`config.mk`:
```
export PLATFORM = sky130hd
export DESIGN_NAME = sdram_frame_arbiter
export DESIGN_NICKNAME = d
export VERILOG_FILES = /design/src/rtl/sdram_arb_pkg.sv /design/src/rtl/sdram_arb_starve_ctr.sv /design/src/rtl/sdram_frame_arbiter.sv
export SDC_FILE = /design/constraint.sdc
export NUM_CORES = 1
export LEC_CHECK = 0
export ABC_AREA = 1
export BUFFER_PORTS_ARGS = -buffer_cell sky130_fd_sc_hd__buf_4
export CAP_MARGIN = 20
export CORE_ASPECT_RATIO = 1.2
export CORE_MARGIN = 5
export CORE_UTILIZATION = 36
export CTS_CLUSTER_SIZE = 14
export DETAILED_ROUTE_END_ITERATION = 16
export MAX_ROUTING_LAYER = met4
export PLACE_DENSITY = 0.88
export SYNTH_ARGS = -nofsm -noshare
export SYNTH_HDL_FRONTEND = slang
export SYNTH_HIERARCHICAL = 1
export SYNTH_SLANG_ARGS = --single-unit
```
`constraint.sdc`:
```
create_clock -name clk_clk -period 3 [get_ports clk_clk]
set_clock_uncertainty 0.2 [all_clocks]
set_input_delay 0.3 -clock clk_clk [delete_from_list [all_inputs] [get_ports clk_clk]]
set_output_delay 0.3 -clock clk_clk [all_outputs]
set_load 0.02 [all_outputs]
```
`src/rtl/sdram_arb_pkg.sv`:
```
// Shared types and default widths for the SDRAM frame arbiter.
package sdram_arb_pkg;

  localparam int unsigned AddrWDefault     = 25;
  localparam int unsigned DataWDefault     = 16;
  localparam int unsigned BurstWDefault    = 4;
  localparam int unsigned StarveMaxDefault = 32;

  typedef enum logic [1:0] {
    StIdle,
    StCmd,
    StRdata
  } arb_state_e;

  typedef enum logic [1:0] {
    OwnNone,
    OwnVga,
    OwnCpu
  } arb_owner_e;

endpackage

```
`src/rtl/sdram_arb_starve_ctr.sv`:
```
// Saturating count of VGA grants issued while the CPU waits; trips at Max.
module sdram_arb_starve_ctr #(
  parameter int unsigned Max = 32
) (
  input  logic clk_i,
  input  logic rst_ni,
  input  logic inc_i,
  input  logic clr_i,
  output logic trip_o
);

  localparam int unsigned CntW = $clog2(Max + 1);

  logic [CntW-1:0] cnt_q;

  assign trip_o = (cnt_q >= CntW'(Max));

  always_ff @(posedge clk_i or negedge rst_ni) begin
    if (!rst_ni) begin
      cnt_q <= '0;
    end else if (clr_i) begin
      cnt_q <= '0;
    end else if (inc_i && !trip_o) begin
      cnt_q <= cnt_q + CntW'(1);
    end
  end

endmodule

```
`src/rtl/sdram_frame_arbiter.sv`:
```
// Two-master (VGA DMA, Nios CPU) arbiter in front of the SDRAM controller.
// Optional CPU anti-starvation guard: define ARB_STARVE_GUARD_EN.
module sdram_frame_arbiter
  import sdram_arb_pkg::*;
#(
  parameter int unsigned ADDR_W     = AddrWDefault,
  parameter int unsigned DATA_W     = DataWDefault,
  parameter int unsigned BURST_W    = BurstWDefault,
  parameter int unsigned STARVE_MAX = StarveMaxDefault
) (
  input  logic               clk_clk,
  input  logic               reset_reset_n,
  input  logic [ADDR_W-1:0]  vga_address,
  input  logic               vga_read,
  input  logic [BURST_W-1:0] vga_burstcount,
  output logic               vga_waitrequest,
  output logic [DATA_W-1:0]  vga_readdata,
  output logic               vga_readdatavalid,
  input  logic [ADDR_W-1:0]  cpu_address,
  input  logic               cpu_read,
  input  logic               cpu_write,
  input  logic [DATA_W-1:0]  cpu_writedata,
  input  logic [1:0]         cpu_byteenable,
  input  logic [BURST_W-1:0] cpu_burstcount,
  output logic               cpu_waitrequest,
  output logic [DATA_W-1:0]  cpu_readdata,
  output logic               cpu_readdatavalid,
  output logic [ADDR_W-1:0]  sdr_address,
  output logic               sdr_read,
  output logic               sdr_write,
  output logic [DATA_W-1:0]  sdr_writedata,
  output logic [1:0]         sdr_byteenable,
  output logic [BURST_W-1:0] sdr_burstcount,
  input  logic               sdr_waitrequest,
  input  logic [DATA_W-1:0]  sdr_readdata,
  input  logic               sdr_readdatavalid
);

  arb_state_e         state_q;
  arb_owner_e         owner_q;
  logic [BURST_W-1:0] beat_q;
  logic [BURST_W-1:0] burst_eff;
  logic               cpu_req;
  logic               vga_pick;
  logic               in_rdata;

  assign cpu_req = cpu_read | cpu_write;

`ifdef ARB_STARVE_GUARD_EN
  logic starve_trip;

  sdram_arb_starve_ctr #(
    .Max (STARVE_MAX)
  ) u_starve_ctr (
    .clk_i  (clk_clk),
    .rst_ni (reset_reset_n),
    .inc_i  ((state_q == StIdle) && vga_pick && cpu_req),
    .clr_i  (!cpu_req || ((state_q == StIdle) && !vga_pick && cpu_req)),
    .trip_o (starve_trip)
  );

  // Once tripped, a waiting CPU takes the next IDLE decision over VGA.
  assign vga_pick = vga_read && !(starve_trip && cpu_req);
`else
  assign vga_pick = vga_read;
`endif

  // Command path: live mux of the owning master while in CMD, idle otherwise.
  always_comb begin
    sdr_address     = '0;
    sdr_read        = 1'b0;
    sdr_write       = 1'b0;
    sdr_writedata   = '0;
    sdr_byteenable  = '0;
    sdr_burstcount  = '0;
    vga_waitrequest = 1'b1;
    cpu_waitrequest = 1'b1;
    if (state_q == StCmd) begin
      case (owner_q)
        OwnVga: begin
          sdr_address     = vga_address;
          sdr_read        = vga_read;
          sdr_byteenable  = 2'b11;
          sdr_burstcount  = vga_burstcount;
          vga_waitrequest = sdr_waitrequest;
        end
        OwnCpu: begin
          sdr_address     = cpu_address;
          sdr_read        = cpu_read;
          sdr_write       = cpu_write;
          sdr_writedata   = cpu_writedata;
          sdr_byteenable  = cpu_byteenable;
          sdr_burstcount  = cpu_write ? BURST_W'(1) : cpu_burstcount;
          cpu_waitrequest = sdr_waitrequest;
        end
        default: ;
      endcase
    end
  end

  assign burst_eff = (sdr_burstcount == '0) ? BURST_W'(1) : sdr_burstcount;

  // Return path is combinational; only the valid strobe is steered.
  assign in_rdata          = (state_q == StRdata);
  assign vga_readdata      = sdr_readdata;
  assign cpu_readdata      = sdr_readdata;
  assign vga_readdatavalid = in_rdata && (owner_q == OwnVga) && sdr_readdatavalid;
  assign cpu_readdatavalid = in_rdata && (owner_q == OwnCpu) && sdr_readdatavalid;

  always_ff @(posedge clk_clk or negedge reset_reset_n) begin
    if (!reset_reset_n) begin
      state_q <= StIdle;
      owner_q <= OwnNone;
      beat_q  <= '0;
    end else begin
      case (state_q)
        StIdle: begin
          if (vga_pick) begin
            owner_q <= OwnVga;
            state_q <= StCmd;
          end else if (cpu_req) begin
            owner_q <= OwnCpu;
            state_q <= StCmd;
          end
        end
        StCmd: begin
          if (!(sdr_read || sdr_write)) begin
            // Owner withdrew before acceptance: abandon without issuing.
            owner_q <= OwnNone;
            state_q <= StIdle;
          end else if (!sdr_waitrequest) begin
            if (sdr_write) begin
              owner_q <= OwnNone;
              state_q <= StIdle;
            end else begin
              beat_q  <= burst_eff;
              state_q <= StRdata;
            end
          end
        end
        StRdata: begin
          if (sdr_readdatavalid) begin
            if (beat_q <= BURST_W'(1)) begin
              beat_q  <= '0;
              owner_q <= OwnNone;
              state_q <= StIdle;
            end else begin
              beat_q <= beat_q - BURST_W'(1);
            end
          end
        end
        default: begin
          owner_q <= OwnNone;
          state_q <= StIdle;
        end
      endcase
    end
  end

endmodule
```
Word level (Yosys, flattened, before mapping)
Index checks and enable logic that the tools add are counted.
{"block": "word_totals", "register_bits": 8, "output_inout_bits": 85, "word_cells": 67}
{"block": "op_classes", "n_addsub": 1, "n_lt_le_gt_ge": 1, "eq_ne": 12, "mux": 38, "bitwise": 1, "reduce_logical": 11}
{"op": "$pmux W25 S2", "count": 1}
{"op": "$mux W16", "count": 2}
{"op": "$mux W4", "count": 8}
{"op": "$mux W2", "count": 13}
{"op": "$mux W25", "count": 1}
{"op": "$pmux W4 S2", "count": 2}
{"op": "$pmux W2 S3", "count": 2}
{"op": "$reduce_and A5 Y1", "count": 2}
{"op": "$ne A3 B3 Y1 const B", "count": 3}
{"op": "$mux W1", "count": 7}
{"op": "$ne A2 B2 Y1 const B", "count": 3}
{"op": "$eq A2 B1 Y1 const B", "count": 2}
{"op": "$eq A2 B2 Y1 const B", "count": 2}
{"op": "$le A4 B1 Y1 const B", "count": 1}
{"op": "$logic_and A1 B1 Y1", "count": 4}
{"op": "$logic_not A4 Y1", "count": 1}
{"op": "$ne A2 B1 Y1 const B", "count": 2}
{"op": "$pmux W2 S2", "count": 1}
{"op": "$reduce_and A4 Y1", "count": 1}
{"op": "$sub A4 B1 Y4 const B", "count": 1}
{"op": "$logic_not A2 Y1", "count": 1}
{"op": "$pmux W1 S2", "count": 1}
{"op": "$reduce_bool A2 Y1", "count": 1}
{"op": "$logic_or A1 B1 Y1", "count": 1}
{"op": "$or A1 B1 Y1", "count": 1}

Logic depth before layout (Yosys ltp)
{"block": "depth", "word_depth": 9, "mapped_depth": 11, "ltp_nobuf": 10}

Worst setup path after synthesis
Ideal clock, no wire load.
{"block": "synth_timing", "path_type": "reg2out", "startpoint": "reg owner_q[1]", "endpoint": "out sdr_address[10]", "t_arrival_ns": 1.442, "setup_slack_ns": 1.058, "stages_incl_launch_ff": 8, "n_path_buf": 3, "cell_sequence": "dfrtp_1 > inv_1 > ha_1 > buf_2 > buf_4 > buf_2 > nand2_1 > a21oi_1"}
{"block": "synth_via", "elab_chain_cells": 3, "elab_cells_between_ends": 4, "cone_classes": "eq/ne: 2; mux: 2"}
{"item": "start: declaration", "line_no": "sdram_frame_arbiter.sv:40", "source": "arb_owner_e owner_q;"}
{"item": "start signal: assignment", "line_no": "sdram_frame_arbiter.sv:113", "source": "owner_q <= OwnNone;"}
{"item": "start signal: assignment", "line_no": "sdram_frame_arbiter.sv:119", "source": "owner_q <= OwnVga;"}
{"item": "start signal: assignment", "line_no": "sdram_frame_arbiter.sv:122", "source": "owner_q <= OwnCpu;"}
{"item": "$eq A2 B2 Y1 or $eq A2 B1 Y1 (tied branches)", "line_no": "sdram_frame_arbiter.sv:79", "source": "case (owner_q)"}
{"item": "$pmux W25 S2 *", "line_no": "sdram_frame_arbiter.sv:79"}
{"item": "$mux W25 *", "line_no": "sdram_frame_arbiter.sv:78", "source": "if (state_q == StCmd) begin"}
{"item": "end: declaration", "line_no": "sdram_frame_arbiter.sv:28", "source": "output logic [ADDR_W-1:0] sdr_address,"}
Mark *: on every way between the ends. The rest lies on a longest branch, timed or not.

Worst setup path after layout
{"block": "layout_timing", "startpoint": "reg owner_q[0]", "endpoint": "out sdr_address[14]"}
Same word-level chain as after synthesis.

==> flow_metrics.env <==
export IMPL_post_cts_resized=0
export IMPL_yosysSeqAreaShare_pct=13.3
export IMPL_min_period_ns=2.30
export IMPL_r2r_end="beat_q[0]"
export IMPL_syn_inst=267
export IMPL_cp_cell_sequence="inv_1 > ha_1 > buf_4 > nand2_1 > a21oi_1 > buf_4"
export IMPL_synth_nets=370
export IMPL_drt_pass1_iterations=4
export IMPL_finalHoldViolCount=0
export IMPL_detail_route_iter0_violations=37
export IMPL_grt_ovfl_total=0
export IMPL_synthSimpleGateAreaFrac_pct=40.2
export IMPL_synth_top_family_by_area="simple AND/OR/NAND/NOR gates"
export IMPL_crit_type="reg -> out"
export IMPL_areaGrowthSynthToFinish_pct=55.1
export IMPL_io_pins=184
export IMPL_vias=1893
export IMPL_die_area_um2=5580
export IMPL_clock_path_buffers=2
export IMPL_ys_ff_latch=8
export IMPL_via_per_inst=4.53
export IMPL_clkTransAtPathRegs_ns=0.04
export IMPL_drc_errors=0
export IMPL_grt_pass1_wl_um=7960
export IMPL_timing_rr_start="owner_q[0]"
export IMPL_grt_busiest_layer="met2"
export IMPL_ys_types=28
export IMPL_detail_route_wirelength_um=5320
export IMPL_synth_xor_area_share_pct=1.16
export IMPL_worstSetupStartpoint="owner_q[0]"
export IMPL_drv_slew=0
export IMPL_syn_area_um2=1510
export IMPL_synth_top_area_cell="nand2_1"
export IMPL_grtUsageMet2_pct=32.0
export IMPL_synth_top_area_share_pct=25.4
export IMPL_maxCapViolCount=0
export IMPL_antenna_found_initial=0
export IMPL_antennaDiodeCount=0
export IMPL_clock_latency_ns=0.22
export IMPL_synth_compound_area_share_pct=14.1
export IMPL_p_leak_nw=1.27
export IMPL_crit_arrival_ns=1.80
export IMPL_routedWlPerCell_um=12.7
export IMPL_path_max_fanout=31
export IMPL_min_path_type="in -> reg"
export IMPL_peakVddDrop_mv=0.424
export IMPL_use_met1_pct=17.4
export IMPL_pwr_share_seq_pct=11.9
export IMPL_cts_setup_buffers=0
export IMPL_grt_start_max_net_pins=35
export IMPL_slew_headroom_pct=68.6
export IMPL_cp_num_buf_inv=3
export IMPL_cts_root_buf="clkbuf_8"
export IMPL_critPathLaunchType="flop"
export IMPL_crit_top_cell="buf_4"
export IMPL_clock_sinks=8
export IMPL_cp_slowest_stage_delay_ns=0.39
export IMPL_die_width_um=69.0
export IMPL_synth_avg_cell_area_um2=5.64
export IMPL_critical_path_top_delay_family="buffers and inverters"
export IMPL_htreeDepth=1
export IMPL_p_int_mw=0.699
export IMPL_die_y_um=80.8
export IMPL_grt_pass1_vias=1720
export IMPL_post_dp_hpwl_um=4510
export IMPL_core_um2=4000
export IMPL_yosys_warnings=6
export IMPL_combPwrFrac_pct=80.4
export IMPL_critPathCaptureType="output pin"
export IMPL_synthAdderAreaFrac_pct=3.33
export IMPL_antenna_left=0
export IMPL_cts_tree="built"
export IMPL_p_clk_share_pct=7.7
export IMPL_grt_use_total_pct=17.5
export IMPL_worstMarginPinSlew_ns=0.470
export IMPL_numCtsBuffers=3
export IMPL_p_switching_mw=0.869
export IMPL_min_from="vga_read"
export IMPL_io_buffers=135
export IMPL_rsz0062_at_grt="no"
export IMPL_setup_violations=0
export IMPL_finalCoreUtilization_pct=58.3
export IMPL_cellPowerDensity_nw_per_um2=672
export IMPL_place_congestion=0.878
export IMPL_worst_r2r_path_depth=9
export IMPL_max_freq_mhz=435
export IMPL_status="finished clean"
export IMPL_drive_gt1_share_pct=42.6
export IMPL_met3_usage_pct=6.44
export IMPL_swShare_pct=55.4
export IMPL_min_to="owner_q[0]"
export IMPL_tns_ns=0
export IMPL_num_rows=25
export IMPL_fin_nets=469
export IMPL_critical_path_required_ns=2.50
export IMPL_yosys_mux_area_fraction_pct=0
export IMPL_crit_path_top_delay_cell="dfrtp_1"
export IMPL_yosys_top_cells_area="nand2_1, buf_4, dfrtp_1, a21oi_1, nor2_1"
export IMPL_r2r_slack_ns=1.14
export IMPL_fin_crit_sh_pct=76.7
export IMPL_start_util_pct=37.6
export IMPL_hold_path_cell_count=3
==> worst register-to-register path, delay by kind of cell (launching register included) <==
family,cells,cell delay (ns)
AND/OR/NAND/NOR,4,0.50
flip-flops,1,0.39
adder cells (fa/ha/maj),1,0.35
buffers and inverters,3,0.26
AO/OA/AOI/OAI,1,0.04
==> layout by cell type, fill, tap and decap left out <==
| cell | n |
|---|---|
| nand2_1 | 102 |
| a21oi_1 | 27 |
| nand2_2 | 3 |
| buf_4 | 138 |
| clkinv_4 | 1 |
| nand2_4 | 1 |
| nor2_4 | 1 |
| ha_1 | 4 |
| xor2_1 | 1 |
| nand3_1 | 7 |
| inv_4 | 1 |
| o21ai_4 | 1 |
| xnor2_1 | 1 |
| o21bai_1 | 1 |
| o21ai_1 | 6 |
| nor2_1 | 27 |
| dfrtp_1 | 8 |
| o21ai_0 | 3 |
| inv_1 | 20 |
| inv_2 | 1 |
| clkbuf_8 | 3 |
| nor3_1 | 1 |
| a21oi_2 | 1 |
| nand3_4 | 1 |
| nor2_2 | 2 |
| nand3_2 | 1 |
| dlygate4sd3_1 | 1 |
==> Yosys cell counts (all sizes together) <==
| cell | number |
|---|---|
| nand3 | 9 |
| xor2 | 1 |
| clkbuf | 1 |
| o21bai | 1 |
| nor2 | 30 |
| dfrtp | 8 |
| nand2 | 106 |
| inv | 22 |
| ha | 4 |
| a21oi | 28 |
| nor3 | 1 |
| buf | 44 |
| clkinv | 1 |
| xnor2 | 1 |
| o21ai | 10 |
==> routing by layer <==
| metal | part of all wire [%] | wire [um] | vias to the layer above |
|---|---|---|---|
| met4 | 1.5 | 78 | 0 |
| met1 | 37 | 1980 | 798 |
| met3 | 9.0 | 481 | 12 |
| met2 | 52 | 2780 | 101 |
| li1 | - | - | 982 |
| met5 | 0 | 0 | - |
==> sequential cells by signal (all words and copies together) (netlist names) <==
| signal | flops |
|---|---|
| beat_q | 4 |
| owner_q | 2 |
| state_q | 2 |
==> layout make-up <==
type	count	area, um^2
clock buffer	3	41.3
fill	395	1670
inverter	23	93.8
multi-input combinational	191	886
sequential	8	200
tap	54	67.6
timing repair buffer	139	1050
==> power by group through the flow <==
stage                     registers (mW)  clock network (mW)  logic, mW
after floorplan                    0.182                   0      0.984
after CTS                          0.186               0.124       1.27
after global routing               0.193               0.131       1.39
final                              0.187               0.120       1.26
after global placement             0.185                   0       1.25
after detailed placement           0.187                   0       1.27
==> stage by stage <==
step / power (mW) / hold slack [ns] / cells / area, um^2 / worst slack [ns]
after global routing: 1.71 / 0.229 / 418 / 2330 / 0.584
after CTS: 1.58 / 0.203 / 418 / 2330 / 0.705
after global placement: 1.43 / -0.0807 / 414 / 2280 / 0.997
final: 1.57 / 0.202 / 418 / 2330 / 0.699
after floorplan: 1.17 / -0.196 / 267 / 1510 / 1.06
after detailed placement: 1.45 / -0.0803 / 414 / 2280 / 0.929
==> repair_timing <==
item,4_1_cts,5_1_grt
hold buffers,1,0
hold endpoints to repair,8,0
setup endpoints to repair,0,0
==> how the worst max path moves through the flow <==
| stage | end | slack, ns | cells past startpoint |
|---|---|---|---|
| 6_report | sdr_address[14] | 0.70 | 6 |
| 5_1_grt | sdr_address[23] | 0.58 | 6 |
| 4_1_cts | sdr_address[14] | 0.70 | 6 |
| 3_5_place_dp | sdr_address[14] | 0.93 | 6 |
| 3_3_place_gp | sdr_address[7] | 1.0 | 6 |
| 2_1_floorplan | sdr_address[10] | 1.06 | 7 |
==> cell families (layout without fill, tap and decap cells) <==
group	Yosys count	in the layout
and+or+nand+nor	146	146
AOI/OAI and AO/OA	39	39
xor gates and xnor gates	2	2
DFF	8	8
buffers and inverters	68	165
adders and majority gates	4	4
Note: power is estimated with default switching activity, not from simulation.
